### src/rtl/fb_pkg.sv
// Shared framebuffer geometry, address/colour types and scheduler enums for the
// framebuffer write-port scheduler.
package fb_pkg;

   localparam int unsigned FB_X_W    = 10;
   localparam int unsigned FB_Y_W    = 9;
   localparam int unsigned FB_DATA_W = 3;
   localparam int unsigned FB_X_MAX  = 639;
   localparam int unsigned FB_Y_MAX  = 479;

   typedef struct packed {
      logic [FB_X_W-1:0] x;
      logic [FB_Y_W-1:0] y;
   } fb_addr_t;

   typedef logic [FB_DATA_W-1:0] fb_color_t;

   typedef enum logic {ARB, CLEAR} sched_state_t;

   typedef enum logic {SRC_TRACE, SRC_CUR} sched_src_t;

endpackage

### src/rtl/fb_clear_sweep.sv
// Full-screen clear engine: sweeps {x,y} with y as the inner index and strobes one write
// per cycle with the colour captured at start.
module fb_clear_sweep
   import fb_pkg::*;
#(
   parameter int unsigned X_W    = FB_X_W,
   parameter int unsigned Y_W    = FB_Y_W,
   parameter int unsigned DATA_W = FB_DATA_W,
   parameter int unsigned X_MAX  = FB_X_MAX,
   parameter int unsigned Y_MAX  = FB_Y_MAX
) (
   input  logic              i_clk,
   input  logic              i_rst,
   input  logic              i_start,
   input  logic [DATA_W-1:0] i_color,
   output logic [X_W-1:0]    o_x,
   output logic [Y_W-1:0]    o_y,
   output logic [DATA_W-1:0] o_color,
   output logic              o_we,
   output logic              o_last
);

   localparam logic [X_W-1:0] XLast = X_W'(X_MAX);
   localparam logic [Y_W-1:0] YLast = Y_W'(Y_MAX);

   logic              active_q;
   logic [X_W-1:0]    x_q;
   logic [Y_W-1:0]    y_q;
   logic [DATA_W-1:0] color_q;

   assign o_last = active_q && (x_q == XLast) && (y_q == YLast);

   always_ff @(posedge i_clk) begin
      if (i_rst) begin
         active_q <= 1'b0;
         x_q      <= '0;
         y_q      <= '0;
         color_q  <= '0;
      end else if (i_start) begin
         active_q <= 1'b1;
         x_q      <= '0;
         y_q      <= '0;
         color_q  <= i_color;
      end else if (active_q) begin
         if (o_last) begin
            active_q <= 1'b0;
         end else if (y_q == YLast) begin
            y_q <= '0;
            x_q <= x_q + 1'b1;
         end else begin
            y_q <= y_q + 1'b1;
         end
      end
   end

   assign o_x     = x_q;
   assign o_y     = y_q;
   assign o_color = color_q;
   assign o_we    = active_q;

endmodule

### src/rtl/fb_write_sched.sv
// Arbitrates the framebuffer RAM write port between the clear engine, the trace plotter
// and the cursor sketch path; round-robin between trace and cursor.
module fb_write_sched
   import fb_pkg::*;
#(
   parameter int unsigned X_W    = FB_X_W,
   parameter int unsigned Y_W    = FB_Y_W,
   parameter int unsigned DATA_W = FB_DATA_W,
   parameter int unsigned X_MAX  = FB_X_MAX,
   parameter int unsigned Y_MAX  = FB_Y_MAX
) (
   input  logic                 i_clk,
   input  logic                 i_rst,
   input  logic                 i_clear_req,
   input  logic [DATA_W-1:0]    i_clear_color,
   input  logic                 i_trace_valid,
   input  logic [X_W-1:0]       i_trace_x,
   input  logic [Y_W-1:0]       i_trace_y,
   input  logic [DATA_W-1:0]    i_trace_color,
   output logic                 o_trace_ready,
   input  logic                 i_cur_valid,
   input  logic [X_W-1:0]       i_cur_x,
   input  logic [Y_W-1:0]       i_cur_y,
   input  logic [DATA_W-1:0]    i_cur_color,
   output logic                 o_cur_ready,
   output logic                 o_we,
   output logic [X_W+Y_W-1:0]   o_addr,
   output logic [DATA_W-1:0]    o_data,
   output logic                 o_busy,
   output logic                 o_clear_done,
   output logic [7:0]           o_drop_count
);

   localparam logic [X_W-1:0] XLast = X_W'(X_MAX);
   localparam logic [Y_W-1:0] YLast = Y_W'(Y_MAX);

   sched_state_t          state_q, state_d;
   sched_src_t            last_q, last_d;
   logic                  we_q, we_d;
   logic [X_W+Y_W-1:0]    addr_q, addr_d;
   logic [DATA_W-1:0]     data_q, data_d;
   logic                  done_q, done_d;
   logic [7:0]            drop_q, drop_d;

   logic                  sw_start, sw_we, sw_last;
   logic [X_W-1:0]        sw_x;
   logic [Y_W-1:0]        sw_y;
   logic [DATA_W-1:0]     sw_color;

   logic                  grant_tr, grant_cu;
   logic [X_W-1:0]        sel_x;
   logic [Y_W-1:0]        sel_y;
   logic [DATA_W-1:0]     sel_color;

   fb_clear_sweep #(
      .X_W    (X_W),
      .Y_W    (Y_W),
      .DATA_W (DATA_W),
      .X_MAX  (X_MAX),
      .Y_MAX  (Y_MAX)
   ) u_sweep (
      .i_clk   (i_clk),
      .i_rst   (i_rst),
      .i_start (sw_start),
      .i_color (i_clear_color),
      .o_x     (sw_x),
      .o_y     (sw_y),
      .o_color (sw_color),
      .o_we    (sw_we),
      .o_last  (sw_last)
   );

   always_comb begin
      state_d   = state_q;
      last_d    = last_q;
      we_d      = 1'b0;
      addr_d    = addr_q;
      data_d    = data_q;
      done_d    = 1'b0;
      drop_d    = drop_q;
      sw_start  = 1'b0;
      grant_tr  = 1'b0;
      grant_cu  = 1'b0;
      sel_x     = i_trace_x;
      sel_y     = i_trace_y;
      sel_color = i_trace_color;

      unique case (state_q)
         ARB: begin
            if (i_clear_req) begin
               state_d  = CLEAR;
               sw_start = 1'b1;
            end else begin
               grant_tr = i_trace_valid && (!i_cur_valid || (last_q == SRC_CUR));
               grant_cu = i_cur_valid && !grant_tr;
               if (grant_cu) begin
                  sel_x     = i_cur_x;
                  sel_y     = i_cur_y;
                  sel_color = i_cur_color;
               end
               if (grant_tr || grant_cu) begin
                  last_d = grant_cu ? SRC_CUR : SRC_TRACE;
                  if ((sel_x <= XLast) && (sel_y <= YLast)) begin
                     we_d   = 1'b1;
                     addr_d = {sel_x, sel_y};
                     data_d = sel_color;
                  end else if (drop_q != 8'hff) begin
                     drop_d = drop_q + 8'd1;
                  end
               end
            end
         end
         CLEAR: begin
            // Latch the final clear write so o_addr/o_data hold it once the sweep stops.
            if (sw_last) begin
               state_d = ARB;
               done_d  = 1'b1;
               addr_d  = {sw_x, sw_y};
               data_d  = sw_color;
            end
         end
         default: state_d = ARB;
      endcase
   end

   always_ff @(posedge i_clk) begin
      if (i_rst) begin
         state_q <= ARB;
         last_q  <= SRC_CUR;
         we_q    <= 1'b0;
         addr_q  <= '0;
         data_q  <= '0;
         done_q  <= 1'b0;
         drop_q  <= '0;
      end else begin
         state_q <= state_d;
         last_q  <= last_d;
         we_q    <= we_d;
         addr_q  <= addr_d;
         data_q  <= data_d;
         done_q  <= done_d;
         drop_q  <= drop_d;
      end
   end

   assign o_trace_ready = grant_tr;
   assign o_cur_ready   = grant_cu;
   assign o_we          = sw_we | we_q;
   assign o_addr        = sw_we ? {sw_x, sw_y} : addr_q;
   assign o_data        = sw_we ? sw_color : data_q;
   assign o_busy        = (state_q == CLEAR);
   assign o_clear_done  = done_q;
   assign o_drop_count  = drop_q;

endmodule

### config.mk
export PLATFORM = sky130hd
export DESIGN_NAME = fb_write_sched
export DESIGN_NICKNAME = d
export VERILOG_FILES = /design/src/rtl/fb_pkg.sv /design/src/rtl/fb_clear_sweep.sv /design/src/rtl/fb_write_sched.sv
export SDC_FILE = /design/constraint.sdc
export NUM_CORES = 1
export LEC_CHECK = 0
export CAP_MARGIN = 15
export CORE_AREA = 2 2 77 108
export CTS_CLUSTER_DIAMETER = 100
export CTS_CLUSTER_SIZE = 16
export DETAILED_ROUTE_END_ITERATION = 8
export DIE_AREA = 0 0 79 110
export PLACE_DENSITY = 0.72
export SLEW_MARGIN = 40
export SYNTH_ARGS = -nofsm -noshare
export SYNTH_HDL_FRONTEND = slang
export SYNTH_SLANG_ARGS = --single-unit
### constraint.sdc
create_clock -name i_clk -period 4.9 [get_ports i_clk]
set_clock_uncertainty 0.1 [all_clocks]
set_input_delay 0.98 -clock i_clk [delete_from_list [all_inputs] [get_ports i_clk]]
set_output_delay 0.98 -clock i_clk [all_outputs]
set_load 0.02 [all_outputs]
==> run_results.csv <==
group,metric,value,unit
status,status,"completed",
drt,viasPerCell,5.27,
logic_synthesis,synth_fp_nets,439,
drt,remaining_drc_errors,0,
logic_synthesis,synth_area_leader_cell,"dfxtp_1",
timing,whs,374,ps
logic_synthesis,syn_area,3310,um2
logic_synthesis,syn_area_per_cell,8.61,um2
power,leakage,0.00164,uW
global_route,grtUsageTotal,18.8,%
logic_synthesis,synth_edf_count,0,
logic_synthesis,async_flop_share,0,%
drt,wl,8230,um
power,internal-power,798,uW
drt,dr.first_iter.drc_count,150,
run,maxCapViolations,0,
logic_synthesis,yosysUniqueCellTypes,44,
clock_network,post_cts_buffers,0,
timing,grt_setup_unrepaired,"no",
hold_path,hp-class,"flip-flop to flip-flop",
global_route,grt_max_degree,63,
floorplan,dieArea,8690,um2
final_layout,nets,516,
timing,setup_tns,0,ps
clock_network,ctsHoldBuffers,0,
power,p_comb_share,18.6,%
clock_network,cts_tree,"done",
hold_path,hold_depth,2,
setup_path,path_class,"primary input to primary output",
setup_path,crit_path_end_kind,"primary output",
final_layout,area.growth.synth_to_final,32.6,%
clock_network,cts.htree.levels,3,
floorplan,rows,38,
logic_synthesis,yosys.area.top_type_share,34.5,%
drt,wire_per_inst,14.5,um
global_route,antenna_found_initial,0,
setup_path,worst-endpoint-arrival,2660,ps
power,seqPwrFrac,45.4,%
timing,fin_crit,3740,ps
floorplan,die_w,79,um
floorplan,initial_core_util,42.9,%
logic_synthesis,yosysMostFrequentCell,"dfxtp_1",
setup_path,crit_fanout,25,
logic_synthesis,ys_ff_latch,57,
drt,drtAntennaViolNets,0,
timing,relSlewSlack,52.5,%
clock_network,cts_buffers,9,
placement,place_ws,1150,ps
clock_network,clk_path_buf_depth,2,
clock_network,clkLatencyLatePin,330,ps
floorplan,ioPinCount,87,
timing,drv_slew,0,
timing,setup_viol,0,
power,power-per-cell-area,246,nW/um2
setup_path,r2r_cells,5,
logic_synthesis,ys_warn_count,0,
timing,maxClockFrequency,0.267,GHz
clock_network,clock-sinks,57,
floorplan,die_h,110,um
timing,post-route-period-util,76.4,%
power,clkPwrFrac,36.0,%
clock_network,path_clk_slew,60,ps
global_route,overflow,0,
timing,finalHoldViolations,0,
power,peakVddDrop,0.000181,V
power,p_sw,280,uW
final_layout,drive_above_1_share,15.0,%
logic_synthesis,synth_seq_area_share,34.5,%
drt,dr.pass1.iters,4,
timing,setup_ws,1160,ps
logic_synthesis,synth_flop_cell,"dfxtp_1",
timing,worstMarginPinSlew,707,ps
placement,port_buffers,86,
logic_synthesis,synth_cells,384,
setup_path,regToRegSetupSlack,2290,ps
setup_path,required,3820,ps
global_route,grt_pass1_vias,2922,
floorplan,coreArea,7700,um2
power,switching_share,26.0,%
drt,via_count,2982,
clock_network,cts_resized,0,
clock_network,clockRootBuffer,"clkbuf_8",
placement,place.gp.congestion,0.855,
final_layout,antenna_cells,0,
logic_synthesis,synth.top_cells.by_area,"dfxtp_1 (35%), mux2_2 (15%), mux2i_1 (7.3%)",
logic_synthesis,ys_top_cells_by_count,"dfxtp_1 (57), mux2_2 (43), nor2_1 (34)",
placement,place_hpwl,5780,um
setup_path,critPathLaunchType,"primary input",
global_route,grt_pass1_wl,12800,um
[cell type report]
cell class	count	area, um2
timing repair buffer	91	893
clock buffer	13	159
tap	100	125
fill	749	3320
inverter	24	90.1
sequential	57	1140
multi-input combinational	278	1960
clock inverter	3	15.0
[cells by family after synthesis]
family	synth area share [%]
AOI/OAI and AO/OA	12.2
and+or+nand+nor	19.2
buffers and inverters	6.17
DFF	34.5
muxes	22.2
adders and majority gates	1.14
xor gates and xnor gates	4.50
[per-layer routing]
metal | up-vias | track usage (%) | wire length, um
li1 | 1491 | - | -
met1 | 1400 | 21.3 | 3460
met2 | 82 | 33.8 | 4210
met3 | 9 | 4.15 | 424
met4 | 0 | 8.25 | 135
met5 | - | 0 | 0
[power by group through the flow]
stage | sequential [uW] | clock [uW] | combinational, uW
floorplan | 497 | 0 | 119
global placement | 498 | 0 | 199
detailed placement | 499 | 0 | 202
CTS | 489 | 398 | 203
global route | 491 | 413 | 217
finish | 489 | 389 | 200
[metrics by stage]
step	utilization, %	cells	instance area, um2	power (uW)
floorplan	-	384	3310	616
global placement	54.7	550	4210	698
detailed placement	54.7	550	4210	702
CTS	56.9	566	4390	1090
global route	56.9	566	4390	1120
finish	56.9	566	4390	1080
[path summary, 6_finish.rpt]
| kind | start | endpoint |
|---|---|---|
| worst max register to register | u_sweep.o_we$_SDFF_PP0_ | data_q[2]$_SDFFE_PP0P_ |
| worst max-delay path | i_cur_valid | o_trace_ready |
| worst min-delay path | addr_q[6]$_SDFFE_PP0P_ | addr_q[6]$_SDFFE_PP0P_ |
| worst min register to register | addr_q[6]$_SDFFE_PP0P_ | addr_q[6]$_SDFFE_PP0P_ |
[registers in the layout, indices dropped and copies added, names as in the netlist, 3 cells and up]
name and flops:
u_sweep.o_y 9, data_q 3, addr_q 19, u_sweep.o_x 10, o_drop_count 8, u_sweep.o_color 3
[worst max-delay path, stage by stage]
cell and delay (ps):
clkdlybuf4s50_1 510, a21boi_4 190, buf_4 340, nor2_1 90, clkdlybuf4s50_1 550
[cells in the final DEF (no fill, tap or decap), types with 2 or more instances in the layout]
cell / count
clkdlybuf4s50_1: 85
dfxtp_1: 57
mux2_2: 43
nor2_1: 34
a21oi_1: 32
o21ai_0: 29
inv_1: 24
mux2i_1: 24
nand2b_1: 23
xnor2_1: 15
nand4_1: 12
clkbuf_8: 11
nand2_1: 10
nand3_1: 10
nor4_1: 5
buf_4: 5
or4_1: 3
nor2b_1: 3
nor3_1: 3
ha_1: 3
clkinv_2: 3
or2_2: 2
nand3_2: 2
o31ai_1: 2
and3_1: 2
xor2_1: 2
or3_1: 2
clkbuf_1: 2
Power figures use the tool's default switching activity.
